--- config.mk ---
export PLATFORM = sky130hd
export DESIGN_NAME = rgen_bit_field_rwx
export DESIGN_NICKNAME = d
export VERILOG_FILES = /design/src/rtl/rgen_bit_field_rwx.sv
export SDC_FILE = /design/constraint.sdc
export NUM_CORES = 1
export LEC_CHECK = 0
export ABC_AREA = 0
export ABC_CLOCK_PERIOD_IN_PS = 1250
export BUFFER_PORTS_ARGS = -buffer_cell sky130_fd_sc_hd__buf_4
export CORE_AREA = 5 5 42 44
export CTS_BUF_LIST = sky130_fd_sc_hd__clkbuf_16
export CTS_CLUSTER_SIZE = 30
export DETAILED_ROUTE_END_ITERATION = 7
export DIE_AREA = 0 0 47 49
export GPL_ROUTABILITY_DRIVEN = 0
export PLACE_DENSITY = 0.3
export SLEW_MARGIN = 10
export SYNTH_ARGS = -nofsm -noshare
export SYNTH_HDL_FRONTEND = slang
export SYNTH_SLANG_ARGS = --single-unit
--- constraint.sdc ---
create_clock -name clk -period 1.25 [get_ports clk]
set_input_delay 0.0625 -clock clk [delete_from_list [all_inputs] [get_ports clk]]
set_output_delay 0.0625 -clock clk [all_outputs]
set_load 0.05 [all_outputs]
--- src/rtl/rgen_bit_field_rwx.sv ---
// rgen_bit_field_rwx
// One register field with a selectable software access mode (RW, W1C, W1S,
// RC, RO) and hardware load/set/clear hooks. It provides the current value,
// bus read data, per-bit change pulses and an OR-reduced status bit.
module rgen_bit_field_rwx #(
    parameter int               WIDTH         = 1,
    parameter logic [WIDTH-1:0] INITIAL_VALUE = '0,
    parameter int               MODE          = 0
) (
    input  logic             clk,
    input  logic             rst,
    input  logic             i_command_valid,
    input  logic             i_select,
    input  logic             i_write,
    input  logic [WIDTH-1:0] i_write_data,
    input  logic [WIDTH-1:0] i_write_mask,
    input  logic             i_hw_load,
    input  logic [WIDTH-1:0] i_hw_load_data,
    input  logic [WIDTH-1:0] i_hw_set,
    input  logic [WIDTH-1:0] i_hw_clear,
    output logic [WIDTH-1:0] o_value,
    output logic [WIDTH-1:0] o_read_data,
    output logic [WIDTH-1:0] o_changed,
    output logic             o_any
);

    // Mode decode. Any value outside 1..4 falls back to plain read/write.
    localparam bit IS_W1C = (MODE == 1);
    localparam bit IS_W1S = (MODE == 2);
    localparam bit IS_RC  = (MODE == 3);
    localparam bit IS_RO  = (MODE == 4);

    logic             sw_wr;
    logic             sw_rd;
    logic [WIDTH-1:0] sw_hit;      // bits the software access targets this cycle
    logic [WIDTH-1:0] sw_val;      // value software drives into the targeted bits
    logic [WIDTH-1:0] value_reg;
    logic [WIDTH-1:0] value_next;
    logic [WIDTH-1:0] changed_reg;

    assign sw_wr = i_command_valid & i_select & i_write;
    assign sw_rd = i_command_valid & i_select & ~i_write;

    // Translate the bus access into a per-bit target mask and target value.
    always_comb begin
        sw_hit = '0;
        sw_val = '0;
        if (IS_W1C) begin
            sw_hit = {WIDTH{sw_wr}} & i_write_data & i_write_mask;
            sw_val = '0;
        end else if (IS_W1S) begin
            sw_hit = {WIDTH{sw_wr}} & i_write_data & i_write_mask;
            sw_val = '1;
        end else if (IS_RC) begin
            sw_hit = {WIDTH{sw_rd}};
            sw_val = '0;
        end else if (IS_RO) begin
            sw_hit = '0;
            sw_val = '0;
        end else begin
            sw_hit = {WIDTH{sw_wr}} & i_write_mask;
            sw_val = i_write_data;
        end
    end

    // Per-bit next value: load beats set, set beats software, software beats
    // clear, so a hardware set racing a W1C/RC access is never lost.
    generate
        for (genvar gi = 0; gi < WIDTH; gi++) begin : g_bit
            assign value_next[gi] = i_hw_load  ? i_hw_load_data[gi] :
                                    i_hw_set[gi]   ? 1'b1 :
                                    sw_hit[gi]     ? sw_val[gi] :
                                    i_hw_clear[gi] ? 1'b0 :
                                                     value_reg[gi];
        end
    endgenerate

    // Field state and change pulses; reset drops any in-flight update.
    always_ff @(posedge clk or posedge rst) begin
        if (rst) begin
            value_reg   <= INITIAL_VALUE;
            changed_reg <= '0;
        end else begin
            value_reg   <= value_next;
            changed_reg <= value_next ^ value_reg;
        end
    end

    assign o_value     = value_reg;
    assign o_read_data = sw_rd ? value_reg : '0;
    assign o_changed   = changed_reg;
    assign o_any       = |value_reg;

endmodule

Yosys cells after proc, flatten, opt, wreduce, memory -nomap -nowiden:

Index checks and enable logic that the tools add are counted.

* muxes and demuxes: 5
* bitwise logic cells: 6

Operators by type and width (number)
* 2-to-1 mux 1 bit: 5
* AND 1 bit: 4
* inverter 1 bit: 1
* XOR 1 bit: 1

* bits in registers: 2
* bits of input ports: 11
* output and inout port bits: 4
* logic and storage cells: 13

Depth between registers and ports, before layout:

Gate-level depths: netlist of the first run.

* depth in word-level cells: 7
* depth in mapped cells: 3
* depth with buffers taken out: 3

Least setup slack after synthesis of the first run:

Ideal clock, no wire load.

* path type: register to output
* start: register value_reg, in the netlist o_any
* end: output o_read_data
* data arrival time: 1246 ps
* required time: 1188 ps
* setup slack: -59 ps
* cell stages (with the launch flop): 2
* path buffers: 0
* cells stage by stage: dfrtp_1 and4b_1

* cells in the longest elaborated chain, start to end: 1

Ends and longest elaborated chain
* start, declared: RTL line 37 `logic [WIDTH-1:0] value_reg;`
* start signal, assigned: RTL line 84 `value_reg <= value_next;`
* 2-to-1 mux 1 bit: RTL line 90 `assign o_read_data = sw_rd ? value_reg : '0;`
* end, declared: RTL line 22 `output logic [WIDTH-1:0] o_read_data,`

Every way passes these cells.

Final worst setup path of the first run:

Ends and elaborated chain as after synthesis.

==> results of run 1 <==
==> worst max-delay path by stage <==
stage	start	to	slack (ps)	cells after the start
6_report	o_any$_DFF_PP0_	o_read_data	80	2
5_1_grt	o_any$_DFF_PP0_	o_read_data	30	2
4_1_cts	o_any$_DFF_PP0_	o_read_data	60	2
3_5_place_dp	i_command_valid	o_changed$_DFF_PP0_	110	4
3_3_place_gp	o_any$_DFF_PP0_	o_changed$_DFF_PP0_	110	2
2_1_floorplan	o_any$_DFF_PP0_	o_read_data	40	1
==> stage by stage <==
stage	worst slack (ps)	hold WS [ps]	util [%]	cell area, µm²	power, W
floorplan	41.8	-196	-	161	0.000140
global placement	106	-80.4	19.9	279	0.000188
detailed placement	111	-75.9	19.9	279	0.000189
CTS	64.0	152	26.0	364	0.000678
global route	29.6	168	26.0	364	0.000696
finish	80.5	154	26.0	364	0.000663
==> placed cells by master, fill, tap and decap left out <==
cell type and instances:
buf_4 14, clkbuf_16 3, dfrtp_1 2, and4_4 1, nor3b_1 1, a211o_2 1, nand2b_1 1, o21a_1 1
and2_1 1, a41oi_1 1, a2111o_1 1, nor2_1 1, a2111oi_0 1, a211oi_1 1, and4b_2 1, inv_1 1
dlygate4sd3_1 1
==> routing by layer <==
layer	GRT usage [%]	vias up	wire length, µm
met3	2.58	0	47
met2	8.14	10	275
li1	-	99	-
met5	0	-	0
met4	6.91	0	0
met1	5.27	94	197
==> what timing repair did <==
item / CTS / global route
gates resized for setup: 0 / 0
endpoints found under the hold margin: 2 / 0
hold buffers: 1 / 0
==> flip-flops by register name, summed over array words and instances, names as in the netlist <==
register / count
o_changed: 1
o_any: 1
==> power by group through the flow <==
stage	sequential [W]	clock, W	combinational (W)
final	0.0000782	0.000474	0.000111
after global routing	0.0000793	0.000498	0.000118
after CTS	0.0000787	0.000487	0.000112
after detailed placement	0.0000791	0	0.000110
after global placement	0.0000788	0	0.000110
after floorplan	0.000102	0	0.0000385
==> worst register-to-register path: stages (launching register included) <==
cell	delay, ps
dfrtp_1	430
a2111oi_0	440
a211oi_1	90
==> kinds of logic (layout without fill, tap and decap cells) <==
family	after synthesis	count (layout)	synth area share [%]
AO/OA/AOI/OAI	6	6	33.6
AND/OR/NAND/NOR	6	6	28.1
flip-flops	2	2	31.3
buffers and inverters	2	19	7.03
==> layout make-up <==
class	count	area, µm²	share of cell area [%]
well taps	16	20.0	5.50
repair buffers	15	115	31.6
multi-input cells	12	100	27.5
inverters	1	3.75	1.03
flip-flops and latches	2	50.0	13.7
clock buffers	3	75.1	20.6
==> flow_summary.yaml, run 1 <==
power_and_ir_drop:
  p_comb_share_pct: 16.7
  p_int_w: 0.000528
  sw_frac_of_total_pct: 20.4
  seqPwrFrac_pct: 11.8
  p_leak_nw: 0.166
  clkPwrFrac_pct: 71.5
  powerDensity_nw_per_um2: 1820
  switchingPower_w: 0.000135
  vdd_drop_max_mv: 0.511
sta:
  report.final.setup_viol: 0
  slew_viol_final: 0
  fin_crit_sh_pct: 93.6
  worstMarginPinSlew_ps: 430
  fmax_ghz: 0.855
  fin_worst_skew_ps: 2.16
  min_period_ps: 1170
  fin_setup_tns_ps: 0
  hold_violations: 0
  slew_headroom_pct: 70.6
  rsz0062_at_grt: "false"
clock_tree:
  root_buffer: "clkbuf_16"
  h-tree-depth: 1
  cts.clk_slew.worst_paths_ps: 30
  clkSinkCount: 2
  cts_tree: "done"
  post-cts-setup-buffers: 0
  clock_latency_ps: 220
  cts_inserted_buffers: 3
  clock_path_buffers: 2
synth:
  synth.most_common_cell: "dfrtp_1"
  syn-num-nets: 27
  yosysSeqAreaShare_pct: 31.3
  synth_cell_types: 15
  syn_area_um2: 160
  synth_top_area_share_pct: 31.3
  syn_inst: 16
  synth_area_leaders: "dfrtp_1 31%, a2111o_1 7.0%, and4_4 7.0%"
  async_flop_share_pct: 100
  synth_edf_count: 0
  syn_area_per_cell_um2: 10.0
  synth_area_leader_cell: "dfrtp_1"
  yosys_warnings: 0
  ys_ff_latch: 2
  synthFlopType: "dfrtp_1"
drt:
  first_pass_iters: 4
  drcViolationCount: 0
  vias_per_cell: 4.14
  wl_um: 519
  vias: 203
  wl_per_cell_um: 10.6
  drt_iter0_markers: 7
  ant_nets: 0
layout:
  syn_to_final_growth_pct: 127
  n_antenna_cell: 0
  drive_above_1_share_pct: 60.6
  final_cells: 49
  nFillCells: 167
  nets: 46
floorplanning:
  pin_count: 15
  rows: 14
  die_w_um: 47
  start_util_pct: 11.4
  core-area_um2: 1400
  die_h_um: 49
  die_area_um2: 2300
grt:
  grt_pass1_wl_um: 855
  gr-usage-all-layers_pct: 5.77
  antenna_found_initial: 0
  grt_max_degree: 8
  grt-ovfl-total: 0
  grt_pass1_vias: 220
worst_setup_path:
  reg2reg_slack_ps: 150
  start_kind: "flip-flop"
  r2r-end: "o_changed$_DFF_PP0_"
  critPathBufInv: 1
  crit_slowest_cell: "dfrtp_1"
  reg2reg_depth: 2
  path_cells: "and4b_2 > buf_4"
  reg2reg_from: "o_any$_DFF_PP0_"
  cp_max_fo: 7
  cpLargestDelayFamily: "flip-flops"
  worstSetupPathType: "flip-flop to output pin"
  cp.required_ps: 1190
  max_stage_delay_ps: 430
  arrival_ps: 1110
  critPathCaptureType: "output pin"
flow_run:
  cap_violations: 0
placement:
  place_inst: 45
  portBuffers: 14
hold_path:
  hp-start: "i_hw_set"
  hold_path.class: "input port to flip-flop"
  hold_path_end: "o_any$_DFF_PP0_"
  holdPathStages: 3
run_status:
  outcome: "completed"
Note: power is estimated with default switching activity, not from simulation.
==> run 2, diff against run 1 <==
==> constraint.sdc (replaced) <==
create_clock -name clk -period 1.25 [get_ports clk]
set_input_delay 0.25 -clock clk [delete_from_list [all_inputs] [get_ports clk]]
set_output_delay 0.25 -clock clk [all_outputs]
set_load 0.05 [all_outputs]
==> flow_summary.yaml, run 2 (synthesis gave the netlist of run 1 again) <==
power_and_ir_drop:
  powerDensity_nw_per_um2: 1790
  vdd_drop_max_mv: 0.434
  switchingPower_w: 0.000148
  p_comb_share_pct: 17.8
  sw_frac_of_total_pct: 21.6
  p_leak_nw: 0.177
  clkPwrFrac_pct: 71.3
  p_int_w: 0.000539
  seqPwrFrac_pct: 10.9
hold_path:
  hold_path_end: "o_changed$_DFF_PP0_"
  hold_path.class: "input port to flip-flop"
  holdPathStages: 3
  hp-start: "i_hw_load"
sta:
  fmax_ghz: 0.813
  fin_crit_sh_pct: 98.4
  hold_violations: 0
  rsz0062_at_grt: "true"
  report.final.setup_viol: 0
  slew_viol_final: 0
  worstMarginPinSlew_ps: 398
  slew_headroom_pct: 72.8
  min_period_ps: 1230
  fin_worst_skew_ps: 3.42
clock_tree:
  root_buffer: "clkbuf_16"
  cts_tree: "done"
  clkSinkCount: 2
  clock_latency_ps: 220
  clock_path_buffers: 2
  cts_inserted_buffers: 3
  cts.clk_slew.worst_paths_ps: 30
  h-tree-depth: 1
worst_setup_path:
  worstSetupPathType: "flip-flop to output pin"
  path_cells: "and4b_2 > buf_8"
  reg2reg_from: "o_any$_DFF_PP0_"
  max_stage_delay_ps: 390
  critPathBufInv: 1
  cp_max_fo: 2
  start_kind: "flip-flop"
  reg2reg_slack_ps: 110
  cp.required_ps: 1000
  critPathCaptureType: "output pin"
  arrival_ps: 980
  cpLargestDelayFamily: "flip-flops"
  reg2reg_depth: 3
  crit_slowest_cell: "dfrtp_2"
  r2r-end: "o_changed$_DFF_PP0_"
layout:
  nets: 47
  final_util_pct: 27.4
  syn_to_final_growth_pct: 140
  nFillCells: 164
  drive_above_1_share_pct: 62.9
  layout_commonest_cell: "buf_4"
  fin_area_um2: 384
  most-common-layout-cells: "14 x buf_4, 3 x clkbuf_16, 2 x inv_1"
  n_antenna_cell: 0
  multi_input_area_um2: 100
  regArea_um2: 51.3
run_status:
  outcome: "completed"
placement:
  placedInstanceArea_um2: 280
  portBuffers: 14
grt:
  grt_pass1_vias: 204
  gr-usage-all-layers_pct: 5.43
  grt_pass1_wl_um: 821
  grt-ovfl-total: 0
  antenna_found_initial: 0
  grt_max_degree: 7
flow_run:
  cap_violations: 0
floorplanning:
  die_w_um: 47
  pin_count: 15
  die_h_um: 49
  core-area_um2: 1400
  rows: 14
  start_util_pct: 11.4
  die_area_um2: 2300
drt:
  drcViolationCount: 0
  wl_um: 638
  drt_iter0_markers: 2
  first_pass_iters: 4
  vias_per_cell: 4.20
  ant_nets: 0
  vias: 214
  wl_per_cell_um: 12.5
run 2: changes by cell type in the layout (fill, tap and decap cells not counted):
cell	previous run	this run
buf_8	0	1
dfrtp_1	2	1
dfrtp_2	0	1
inv_1	1	2
run 2: timing repair:
action                     CTS  global route
hold buffers                 1             0
setup endpoints to repair    1             1
pin swaps                    1             0
hold endpoints to repair     2             0
setup buffers                1             0
gates resized for setup      2             0
run 2: how the worst max path moves through the flow:
stage | start | end | slack [ps] | cells past startpoint
3_5_place_dp | i_command_valid | o_changed$_DFF_PP0_ | -50 | 4
6_report | o_any$_DFF_PP0_ | o_read_data | 20 | 2
2_1_floorplan | o_any$_DFF_PP0_ | o_read_data | 20 | 1
3_3_place_gp | i_command_valid | o_changed$_DFF_PP0_ | -60 | 4
5_1_grt | o_any$_DFF_PP0_ | o_read_data | -3 | 2
4_1_cts | o_any$_DFF_PP0_ | o_read_data | 8 | 2
run 2: power groups by stage:
stage          sequential, W  clock, W  combinational (W)
6_report           0.0000750  0.000490           0.000122
3_5_place_dp       0.0000799         0           0.000110
3_3_place_gp       0.0000800         0           0.000111
4_1_cts            0.0000755  0.000497           0.000123
2_1_floorplan       0.000103         0          0.0000385
5_1_grt            0.0000759  0.000504           0.000128
run 2: metrics by stage:
stage	TNS [ps]	instances	worst slack, ps	hold WS [ps]	power (W)
4_1_cts	0	51	8.34	323	0.000696
3_3_place_gp	-55.4	45	-55.4	115	0.000191
6_report	0	51	19.5	324	0.000687
2_1_floorplan	0	16	21.0	-8.88	0.000141
5_1_grt	-2.59	51	-2.59	324	0.000707
3_5_place_dp	-45.4	45	-45.4	114	0.000190
run 2: final cells by class:
class                           count  area share [%]
Tap cell                           16            5.21
Inverter                            1           0.977
Clock buffer                        3            19.5
Clock inverter                      1           0.977
Multi-Input combinational cell     12            26.1
Sequential cell                     2            13.4
Timing Repair Buffer               16            33.9
run 2: per-layer routing:
layer	vias up	part of all wire, %	wire, µm	track usage [%]
met5	-	0	0	0
met4	0	0	0	4.15
met3	0	12	76	4.06
met2	12	45	286	7.24
met1	100	43	275	5.51
li1	102	-	-	-
run 2: worst reg2reg max path, cell delays in order (launching register included):
cell and delay, ps:
dfrtp_2 390, buf_4 150, a2111oi_0 380, a211oi_1 80
==> run 3, diff against run 2 <==
--- a/config.mk
+++ b/config.mk
@@ -5,8 +5,8 @@
 export SDC_FILE = /design/constraint.sdc
 export NUM_CORES = 1
 export LEC_CHECK = 0
-export ABC_AREA = 0
-export ABC_CLOCK_PERIOD_IN_PS = 1250
+export ABC_AREA = 1
+export ABC_CLOCK_PERIOD_IN_PS = 1500
 export BUFFER_PORTS_ARGS = -buffer_cell sky130_fd_sc_hd__buf_4
 export CORE_AREA = 5 5 42 44
 export CTS_BUF_LIST = sky130_fd_sc_hd__clkbuf_16
@@ -14,6 +14,7 @@
 export DETAILED_ROUTE_END_ITERATION = 7
 export DIE_AREA = 0 0 47 49
 export GPL_ROUTABILITY_DRIVEN = 0
+export GPL_TIMING_DRIVEN = 0
 export PLACE_DENSITY = 0.3
 export SLEW_MARGIN = 10
 export SYNTH_ARGS = -nofsm -noshare
==> constraint.sdc (replaced) <==
create_clock -name clk -period 1.5 [get_ports clk]
set_input_delay 0.3 -clock clk [delete_from_list [all_inputs] [get_ports clk]]
set_output_delay 0.3 -clock clk [all_outputs]
set_load 0.05 [all_outputs]
==> flow_summary.yaml, run 3 <==
hold_path:
  hold_path.class: "input port to flip-flop"
  hold_path_end: "o_any$_DFF_PP0_"
  holdPathStages: 4
  hp-start: "i_hw_load"
layout:
  multi_input_area_um2: 68.8
  n_antenna_cell: 0
  layout_commonest_cell: "buf_4"
  nFillCells: 168
  drive_above_1_share_pct: 50.0
  most-common-layout-cells: "15 x buf_4, 7 x nand2_1, 5 x inv_1"
  syn_to_final_growth_pct: 174
  regArea_um2: 51.3
  nets: 52
synth:
  syn_inst: 21
  synth_cell_types: 8
  ys_ff_latch: 2
  syn-num-nets: 32
  async_flop_share_pct: 100
  yosysSeqAreaShare_pct: 38.5
  yosys_warnings: 0
  syn_area_um2: 130
  synth_area_leaders: "dfrtp_1 38%, nand2_1 20%, inv_1 12%"
  synth_common_cells: "7 x nand2_1, 4 x inv_1, 3 x nor2_1"
  synthFlopType: "dfrtp_1"
  synth.most_common_cell: "nand2_1"
  synth_area_leader_cell: "dfrtp_1"
  synth_top_area_share_pct: 38.5
  syn_area_per_cell_um2: 6.20
  synth_edf_count: 0
sta:
  fmax_ghz: 0.723
  fin_setup_tns_ps: 0
  report.final.setup_viol: 0
  min_period_ps: 1380
  fin_worst_skew_ps: 4.14
  fin_crit_sh_pct: 92.2
  hold_violations: 0
  worstMarginPinSlew_ps: 165
  slew_headroom_pct: 89.0
  slew_viol_final: 0
  rsz0062_at_grt: "false"
drt:
  drcViolationCount: 0
  vias: 193
  drt_iter0_markers: 1
  wl_per_cell_um: 8.64
  wl_um: 484
  first_pass_iters: 2
  ant_nets: 0
  vias_per_cell: 3.45
floorplanning:
  start_util_pct: 9.29
  core-area_um2: 1400
  pin_count: 15
  rows: 14
  die_h_um: 49
  die_area_um2: 2300
  die_w_um: 47
clock_tree:
  root_buffer: "clkbuf_16"
  cts_inserted_buffers: 3
  holdBufCountCts: 1
  cts_tree: "done"
  cts_resized: 0
  cts.clk_slew.worst_paths_ps: 30
  clock_latency_ps: 220
  post-cts-setup-buffers: 0
  clock_path_buffers: 2
  clkSinkCount: 2
  h-tree-depth: 1
grt:
  grt_pass1_wl_um: 862
  grt-ovfl-total: 0
  gr-usage-all-layers_pct: 5.64
  grt_pass1_vias: 213
  met2_usage_pct: 6.33
  use_met3_pct: 4.43
  busiest_layer: "met2"
  antenna_found_initial: 0
  grt.met1_usage_pct: 6.17
  grt_max_degree: 5
worst_setup_path:
  reg2reg_slack_ps: 470
  start_kind: "flip-flop"
  reg2reg_from: "o_any$_DFF_PP0_"
  reg2reg_depth: 7
  r2r-end: "o_changed$_DFF_PP0_"
  worstSetupPathType: "flip-flop to output pin"
  cp.required_ps: 1200
  arrival_ps: 1080
  cp_max_fo: 4
  critPathCaptureType: "output pin"
power_and_ir_drop:
  p_leak_nw: 0.194
  total_power_w: 0.000565
  powerDensity_nw_per_um2: 1590
  vdd_drop_max_mv: 0.299
run_status:
  outcome: "completed"
placement:
  portBuffers: 14
flow_run:
  cap_violations: 0
## run 3: cells by family after synthesis
group | count (synthesis) | synth area share, %
AOI/OAI and AO/OA | 1 | 3.84
buffers and inverters | 5 | 17.3
DFF | 2 | 38.5
and+or+nand+nor | 13 | 40.4
## run 3: report_power, final
part / switching [W] / internal (W)
logic: 0.0000548 / 0.0000390
clock network: 0.0000645 / 0.000343
registers: 0.00000354 / 0.0000606
total: 0.000123 / 0.000442
## run 3: metal layers
metal	vias to the layer above	share of wire, %
met5	-	0
met4	0	0
met3	0	22
met2	15	41
met1	79	37
li1	99	-
## run 3: cell type report
cell class                 instances  area share, %
timing repair buffer              15           32.3
sequential                         2           14.4
tap                               16           5.61
clock buffer                       3           21.1
clock inverter                     1           1.05
inverter                           4           4.21
multi-input combinational         14           19.3
buffer                             1           2.11
## run 3: critical path, cell delays in order (launching register included)
cell     delay, ps
dfrtp_2        380
inv_1          100
nor3_4         170
buf_4          210
## run 3: worst max-delay path by stage
stage,slack [ps],end,start
floorplan,50,o_read_data,o_any$_DFF_PP0_
global placement,350,o_read_data,o_any$_DFF_PP0_
detailed placement,350,o_read_data,o_any$_DFF_PP0_
CTS,100,o_read_data,o_any$_DFF_PP0_
global route,80,o_read_data,o_any$_DFF_PP0_
finish,120,o_read_data,o_any$_DFF_PP0_
## run 3: stage by stage
stage / hold slack (ps) / setup WS [ps] / instances / util (%) / area, µm²
final: 378 / 117 / 56 / 25.4 / 357
after global routing: 411 / 77.6 / 56 / 25.4 / 357
after CTS: 376 / 103 / 56 / 25.4 / 357
after detailed placement: 163 / 349 / 51 / 19.1 / 268
after global placement: 158 / 353 / 51 / 19.1 / 268
after floorplan: 41.1 / 51.3 / 21 / - / 143
